--- config.mk ---
export PLATFORM = sky130hd
export DESIGN_NAME = pe_gen2
export DESIGN_NICKNAME = d
export VERILOG_FILES = /design/src/rtl/pe_gen2.sv
export SDC_FILE = /design/constraint.sdc
export NUM_CORES = 1
export LEC_CHECK = 0
export CAP_MARGIN = 20
export CORE_ASPECT_RATIO = 0.8
export CORE_MARGIN = 3
export CORE_UTILIZATION = 34
export DETAILED_ROUTE_END_ITERATION = 12
export GPL_ROUTABILITY_DRIVEN = 0
export PLACE_DENSITY = 0.6
export SLEW_MARGIN = 20
export SYNTH_ARGS = -nofsm -noshare
export SYNTH_HDL_FRONTEND = slang
export SYNTH_SLANG_ARGS = --single-unit
--- constraint.sdc ---
create_clock -name clk -period 17 [get_ports clk]
set_clock_uncertainty 0.15 [all_clocks]
set_input_delay 3.4 -clock clk [delete_from_list [all_inputs] [get_ports clk]]
set_output_delay 3.4 -clock clk [all_outputs]
set_load 0.03 [all_outputs]
--- src/rtl/pe_gen2.sv ---
// Systolic-array processing element with weight-stationary and output-stationary dataflows.
// Computes the MAC in a widened domain with optional saturation and a sticky overflow flag.
module pe_gen2 #(
  parameter int DATA_W = 8,
  parameter int ACC_W  = 32,
  parameter int SAT_EN = 1
) (
  input  logic              clk,
  input  logic              rst,
  input  logic              pe_enabled,
  input  logic              pe_os_mode,
  input  logic              pe_signed_in,
  input  logic [ACC_W-1:0]  pe_psum_in,
  input  logic [DATA_W-1:0] pe_weight_in,
  input  logic              pe_accept_w_in,
  input  logic [DATA_W-1:0] pe_input_in,
  input  logic              pe_valid_in,
  input  logic              pe_switch_in,
  input  logic              pe_drain_in,
  output logic [ACC_W-1:0]  pe_psum_out,
  output logic [DATA_W-1:0] pe_weight_out,
  output logic [DATA_W-1:0] pe_input_out,
  output logic              pe_valid_out,
  output logic              pe_switch_out,
  output logic              pe_drain_out,
  output logic              pe_ovf_out
);

  localparam int PROD_W = 2*DATA_W + 1;

  logic [ACC_W-1:0]  acc_q, acc_d;
  logic [ACC_W-1:0]  psum_q, psum_d;
  logic [DATA_W-1:0] shadow_q, shadow_d;
  logic [DATA_W-1:0] active_q, active_d;
  logic [DATA_W-1:0] weightOut_q, weightOut_d;
  logic [DATA_W-1:0] inputOut_q, inputOut_d;
  logic              validOut_q, validOut_d;
  logic              switchOut_q, switchOut_d;
  logic              drainOut_q, drainOut_d;
  logic              ovf_q, ovf_d;
  logic              mode_q;

  logic [DATA_W-1:0] weightSel;
  logic              extA, extB;
  logic [PROD_W-1:0] opA, opB, prod;
  logic [ACC_W:0]    prodWide, addendWide, sumWide;
  logic [ACC_W-1:0]  addend, sumRes;
  logic              sumOvf;

  // Operands are extended to the product width so the truncated multiply is exact.
  assign weightSel = pe_os_mode ? pe_weight_in : active_q;
  assign extA      = pe_signed_in & pe_input_in[DATA_W-1];
  assign extB      = pe_signed_in & weightSel[DATA_W-1];
  assign opA       = {{(PROD_W-DATA_W){extA}}, pe_input_in};
  assign opB       = {{(PROD_W-DATA_W){extB}}, weightSel};
  assign prod      = opA * opB;

  assign addend     = pe_os_mode ? acc_q : pe_psum_in;
  assign prodWide   = {{(ACC_W+1-PROD_W){prod[PROD_W-1]}}, prod};
  assign addendWide = {addend[ACC_W-1], addend};
  assign sumWide    = addendWide + prodWide;
  assign sumOvf     = sumWide[ACC_W] ^ sumWide[ACC_W-1];

  always_comb begin
    sumRes = sumWide[ACC_W-1:0];
    if (sumOvf && (SAT_EN != 0)) begin
      sumRes = sumWide[ACC_W] ? {1'b1, {(ACC_W-1){1'b0}}} : {1'b0, {(ACC_W-1){1'b1}}};
    end
  end

  always_comb begin
    acc_d       = acc_q;
    shadow_d    = shadow_q;
    active_d    = active_q;
    psum_d      = psum_q;
    weightOut_d = '0;
    inputOut_d  = pe_valid_in ? pe_input_in : inputOut_q;
    validOut_d  = pe_valid_in;
    switchOut_d = pe_switch_in;
    drainOut_d  = pe_drain_in;
    ovf_d       = ovf_q;
    // A dataflow switch flushes all per-mode state and drops this cycle's traffic.
    if (pe_os_mode != mode_q) begin
      acc_d    = '0;
      shadow_d = '0;
      active_d = '0;
      psum_d   = '0;
    end else if (!pe_os_mode) begin
      if (pe_accept_w_in) begin
        shadow_d    = pe_weight_in;
        weightOut_d = pe_weight_in;
      end
      if (pe_switch_in) begin
        active_d = shadow_q;
      end
      if (pe_valid_in) begin
        psum_d = sumRes;
        ovf_d  = ovf_q | sumOvf;
      end else begin
        psum_d = '0;
      end
    end else begin
      if (pe_valid_in) begin
        weightOut_d = pe_weight_in;
      end
      if (pe_drain_in) begin
        psum_d = acc_q;
        acc_d  = pe_valid_in ? prodWide[ACC_W-1:0] : '0;
      end else begin
        psum_d = pe_psum_in;
        if (pe_valid_in) begin
          acc_d = sumRes;
          ovf_d = ovf_q | sumOvf;
        end
      end
    end
  end

  // The mode is tracked through reset so release never looks like a mode change.
  always_ff @(posedge clk) begin
    mode_q <= pe_os_mode;
    if (rst || !pe_enabled) begin
      acc_q       <= '0;
      psum_q      <= '0;
      shadow_q    <= '0;
      active_q    <= '0;
      weightOut_q <= '0;
      inputOut_q  <= '0;
      validOut_q  <= 1'b0;
      switchOut_q <= 1'b0;
      drainOut_q  <= 1'b0;
      ovf_q       <= 1'b0;
    end else begin
      acc_q       <= acc_d;
      psum_q      <= psum_d;
      shadow_q    <= shadow_d;
      active_q    <= active_d;
      weightOut_q <= weightOut_d;
      inputOut_q  <= inputOut_d;
      validOut_q  <= validOut_d;
      switchOut_q <= switchOut_d;
      drainOut_q  <= drainOut_d;
      ovf_q       <= ovf_d;
    end
  end

  assign pe_psum_out   = psum_q;
  assign pe_weight_out = weightOut_q;
  assign pe_input_out  = inputOut_q;
  assign pe_valid_out  = validOut_q;
  assign pe_switch_out = switchOut_q;
  assign pe_drain_out  = drainOut_q;
  assign pe_ovf_out    = ovf_q;

endmodule

Word-level counts from Yosys, hierarchy flattened. Cells that the tools add are included. Widths: inputs -> output; s select.

Bitwise operators: 6. Multiplexer cells: 16. Reductions and logical operators: 8. $add $sub $neg: 1. Multiply operators: 1. Equality and inequality tests: 2.

Operator list (number): $mux 32 (9); $add 32x17->33 (1); $mux 8 (4); $mul 9x9->17 (1); $reduce_and 2->1 (4); $mux 1 (3); $and 1x1->1 (2); $ne 2x2->1 const B (1); $not 1->1 (2); $reduce_bool 2->1 (1); $reduce_or 2->1 (1); $logic_not 1->1 (1); $logic_or 1x1->1 (1); $ne 1x1->1 (1); $or 1x1->1 (1); $xor 1x1->1 (1).

Bits of input ports: 57. Flip-flop bits (word level): 101. Logic and storage cells: 45.

Longest topological paths before layout.
Depth in word-level cells: 9. Mapped depth: 41. Gate-level depth less buffers: 35.

Least setup slack after synthesis. No wires, ideal clock.

Path type: input -> register. Start: in pe_os_mode. End: reg acc_q[29]. Stages on the path: 38. Path buffers: 6. Slack: 4319 ps. Arrival: 12401 ps. Data required time: 16720 ps. Path through: buf_2 > clkbuf_1 > clkbuf_1 > buf_1 > buf_1 > mux2_2 > and2_1 > fa_1 > inv_1 > fa_1 > inv_1 > fa_1 > fa_1 > inv_1 > fa_1 > inv_1 > ha_1 > o21ai_0 > [... 2 more ...] > a21boi_0 > o21ai_0 > a21boi_0 > o21ai_0 > a21boi_0 > nor2_1 > ha_1 > a211o_1 > a2111o_1 > o2111ai_1 > mux2_2 > a31oi_1 > a311oi_1 > o211a_1 > o21ai_2 > buf_4 > nor3_1 > a211oi_2.

Cells in the longest elaborated chain, start to end: 8.

Ends and longest elaborated chain: start: declaration (line 11) `input logic pe_os_mode,`; $mux 8 (line 51) `assign weightSel = pe_os_mode ? pe_weight_in : active_q;`; $and 1x1->1 (line 53) `assign extB = pe_signed_in & weightSel[DATA_W-1];`; $mul 9x9->17 (line 56) `assign prod = opA * opB;`; $add 32x17->33 (line 61) `assign sumWide = addendWide + prodWide;`; $mux 32 / $xor 1x1->1 (equally long branches) (line 67, 62); $mux 32 (line 66) `if (sumOvf && (SAT_EN != 0)) begin`; $mux 32 (line 111) `if (pe_valid_in) begin`; $mux 32 (line 106) `if (pe_drain_in) begin`; end signal: assignment (line 123) `acc_q <= '0;`; end signal: assignment (line 134) `acc_q <= acc_d;`; end: declaration (line 31) `logic [ACC_W-1:0] acc_q, acc_d;`.

Parallel ways exist; a longest one is shown, timed or not. The select of a mux whose other input is x is not followed. A chain may end at the register's enable or synchronous reset.

Worst setup path in the final report.
Start: in pe_os_mode. End: reg psum_q[13] (netlist: pe_psum_out[13]).

Cells in the longest elaborated chain, start to end: 8.

Ends and longest elaborated chain: $mux 8 (line 51); $and 1x1->1 (line 53); $mul 9x9->17 (line 56); $add 32x17->33 (line 61); $mux 32 / $xor 1x1->1 (equally long branches) (line 67, 62); $mux 32 (line 66); $mux 32 (line 96) `if (pe_valid_in) begin`; $mux 32 (line 88) `end else if (!pe_os_mode) begin`; end signal: assignment (line 135) `psum_q <= psum_d;`; end: declaration (line 32) `logic [ACC_W-1:0] psum_q, psum_d;`.

Parallel ways exist; a longest one is shown, timed or not.

==> flow_summary.ini <==
[outcome]
status = completed

[detailed_routing]
via_per_inst = 5.466
postRouteAntennaNets = 0
routed_wirelength_microns = 28870
detail_route.wl_per_cell_microns = 18.26
vias = 8642
drcViolationCount = 0
drt_first_iter_violations = 606
firstDrtPassIters = 5

[power]
powerDensity_nw_per_um2 = 110.0
peakVddDrop_mv = 0.06527
power.leakage_nw = 4.821

[clocking]
htree_levels = 3
clockBufferDepth = 2
numClockSinks = 101
post_cts_resized = 0
clockRootBuffer = clkbuf_16
clkTransAtPathRegs_ps = 70
cts_made_buffers = 9
tritoncts = built
hold_buffers = 0
clkLatencyLatePin_ps = 360
post_cts_buffers = 0

[flow_run]
maxCapViolCount = 0

[layout]
num-fill-cells = 2805
diodes = 0
multi_input_area_sq_um = 7086
postLayoutCoreUtil = 0.4103
nNetsFinal = 1397
drive_gt1_frac = 0.07067
area.growth.synth_to_final_pct = 16.70
seq_area_sq_um = 2022

[synthesis]
ys_seq_elements = 101
syn_area_sq_um = 9741
syn-num-nets = 1327
synth_top_family_by_area = adder cells
synthSimpleGateAreaFrac = 0.1647
muxShareOfSynthArea = 0.1047
synth_fa_ha_area_frac = 0.2180
synthTopCellsByArea = dfxtp_1 21%, fa_1 14%, ha_1 7.7%
synth_cell_types = 76
async_reset_ff_frac = 0
synth-compound-area-share = 0.1883
synth_xor_area_frac = 0.05022
yosysTopAreaCellShare = 0.2076
synth_cells = 1142
synth-edff-count = 0
synth_flop_cell = dfxtp_1
yosysWarnings = 0
yosysTopAreaCell = dfxtp_1
avgSynthCellArea_sq_um = 8.529
ys_seq_area_frac = 0.2076

[critical_path]
critPathArrivalTime_ps = 13570
worstSetupPathType = input port to register
cp-end-kind = register
path_common_cell = fa_1
worstSetupStartpointType = input port
slowest_delay_ps = 780
slowest_stage = nand2_1
critPathMaxFanout = 32
worstPathRequired_ps = 17110

[floorplanning]
rows = 54
chipWidth_microns = 195.2
core_sq_um = 27700
ios = 109
initial_utilization = 0.3516
die-area_sq_um = 30730
die_h_microns = 157.4

[sta]
worst_slew_pin_slew_ps = 1017
rsz0062_at_grt = false
finalCritPeriodShare = 0.7917
hold_viol = 0
worst_hold_slack_ps = 318.9
max-slew-margin-rel = 0.3201
worst_slack_ps = 3541
setup_tns_ps = 0
period_needed_ps = 13460
setup_viol = 0
drv_slew = 0
max_freq_ghz = 0.07430

[global_route]
antenna_found_initial = 0
grt_usage = 0.1892
grt_overflow = 0
grt_pass1_vias = 8415
grt_pass1_wl_microns = 46700
grt_max_degree = 44

[hold_path]
min_path_type = register to register

[placed_design]
io_buffers = 108
dp_hpwl_microns = 22120
place_ws_ps = 2880
## per-layer routing
metal  part of all wire  vias up  global-route usage
met5                  0        -                   0
met4              0.015        0             0.05565
met3              0.062       25             0.02226
met2               0.43      286              0.2891
met1               0.49     4223              0.2809
li1                   -     4108                   -
## synth_stat cells, drive strengths merged (19+ instances only)
master	instances
o21ai	50
nand3	42
clkbuf	37
ha	60
inv	106
fa	68
xnor2	34
and2	53
nor2	63
mux2	36
a21oi	84
dfxtp	101
buf	19
mux2i	61
nand2	111
o211ai	27
## cell type report
| type | count | share of cell area |
|---|---|---|
| clock buffer | 10 | 0.02014 |
| clock inverter | 6 | 0.004513 |
| inverter | 106 | 0.03522 |
| multi-input combinational | 879 | 0.6233 |
| sequential | 101 | 0.1779 |
| tap | 364 | 0.04007 |
| timing repair buffer | 115 | 0.09884 |
## cell usage in the layout, fill, tap and decap left out, types with 8 or more instances in the layout
master and count:
o221ai_1 9, clkdlybuf4s50_1 106, a21oi_1 82, nand3_1 41
mux2i_1 61, and2_1 53, xor2_1 11, o211ai_1 27
ha_1 60, nor2_1 62, nor3_1 15, nand2_1 110
clkbuf_16 9, a211oi_1 9, o21ai_0 47, mux2_2 35
nor2b_1 15, xnor2_1 31, dfxtp_1 101, fa_1 68
o21a_1 8, a31oi_1 12, o22ai_1 9, inv_1 105
## worst paths after layout
kind	startpoint	endpoint	slack, ps	cells after the start
max	pe_os_mode	pe_psum_out[13]	3540	30
min	shadow_q[5]	shadow_q[5]	320	2
max reg2reg	active_q[7]	pe_psum_out[13]	6940	29
min reg2reg	shadow_q[5]	shadow_q[5]	320	2
## per-stage QoR
| stage | std cells | power (W) | cell area (sq um) |
|---|---|---|---|
| after global placement | 1565 | 0.001025 | 11080 |
| final | 1581 | 0.001250 | 11370 |
| after global routing | 1581 | 0.001347 | 11370 |
| after detailed placement | 1565 | 0.001029 | 11080 |
| after CTS | 1581 | 0.001241 | 11360 |
| after floorplan | 1142 | 0.0008487 | 9741 |
## report_power, final
part | internal [W] | switching (W)
Sequential | 0.000246 | 0.00000579
Combinational | 0.000298 | 0.000493
Clock | 0.000102 | 0.000105
## flip-flops by register name, summed over array words and instances (netlist names)
name / count
acc_q: 32
pe_psum_out: 32
active_q: 8
pe_input_out: 8
pe_weight_out: 8
shadow_q: 8
mode_q: 1
pe_drain_out: 1
pe_ovf_out: 1
pe_switch_out: 1
pe_valid_out: 1
## cells by family after synthesis
| group | after synthesis |
|---|---|
| AOI/OAI and AO/OA | 274 |
| and+or+nand+nor | 331 |
| buffers and inverters | 162 |
| DFF | 101 |
| muxes | 97 |
| xor gates and xnor gates | 48 |
| adders and majority gates | 129 |
## worst max-delay path, delay by kind of cell
| family | cells | cell delay [ps] |
|---|---|---|
| adders and majority gates | 7 | 3170 |
| AOI/OAI and AO/OA | 9 | 2500 |
| and+or+nand+nor | 6 | 1990 |
| buffers and inverters | 5 | 1020 |
| muxes | 2 | 780 |
| xor gates and xnor gates | 1 | 660 |
Note: power is estimated with default switching activity, not from simulation.
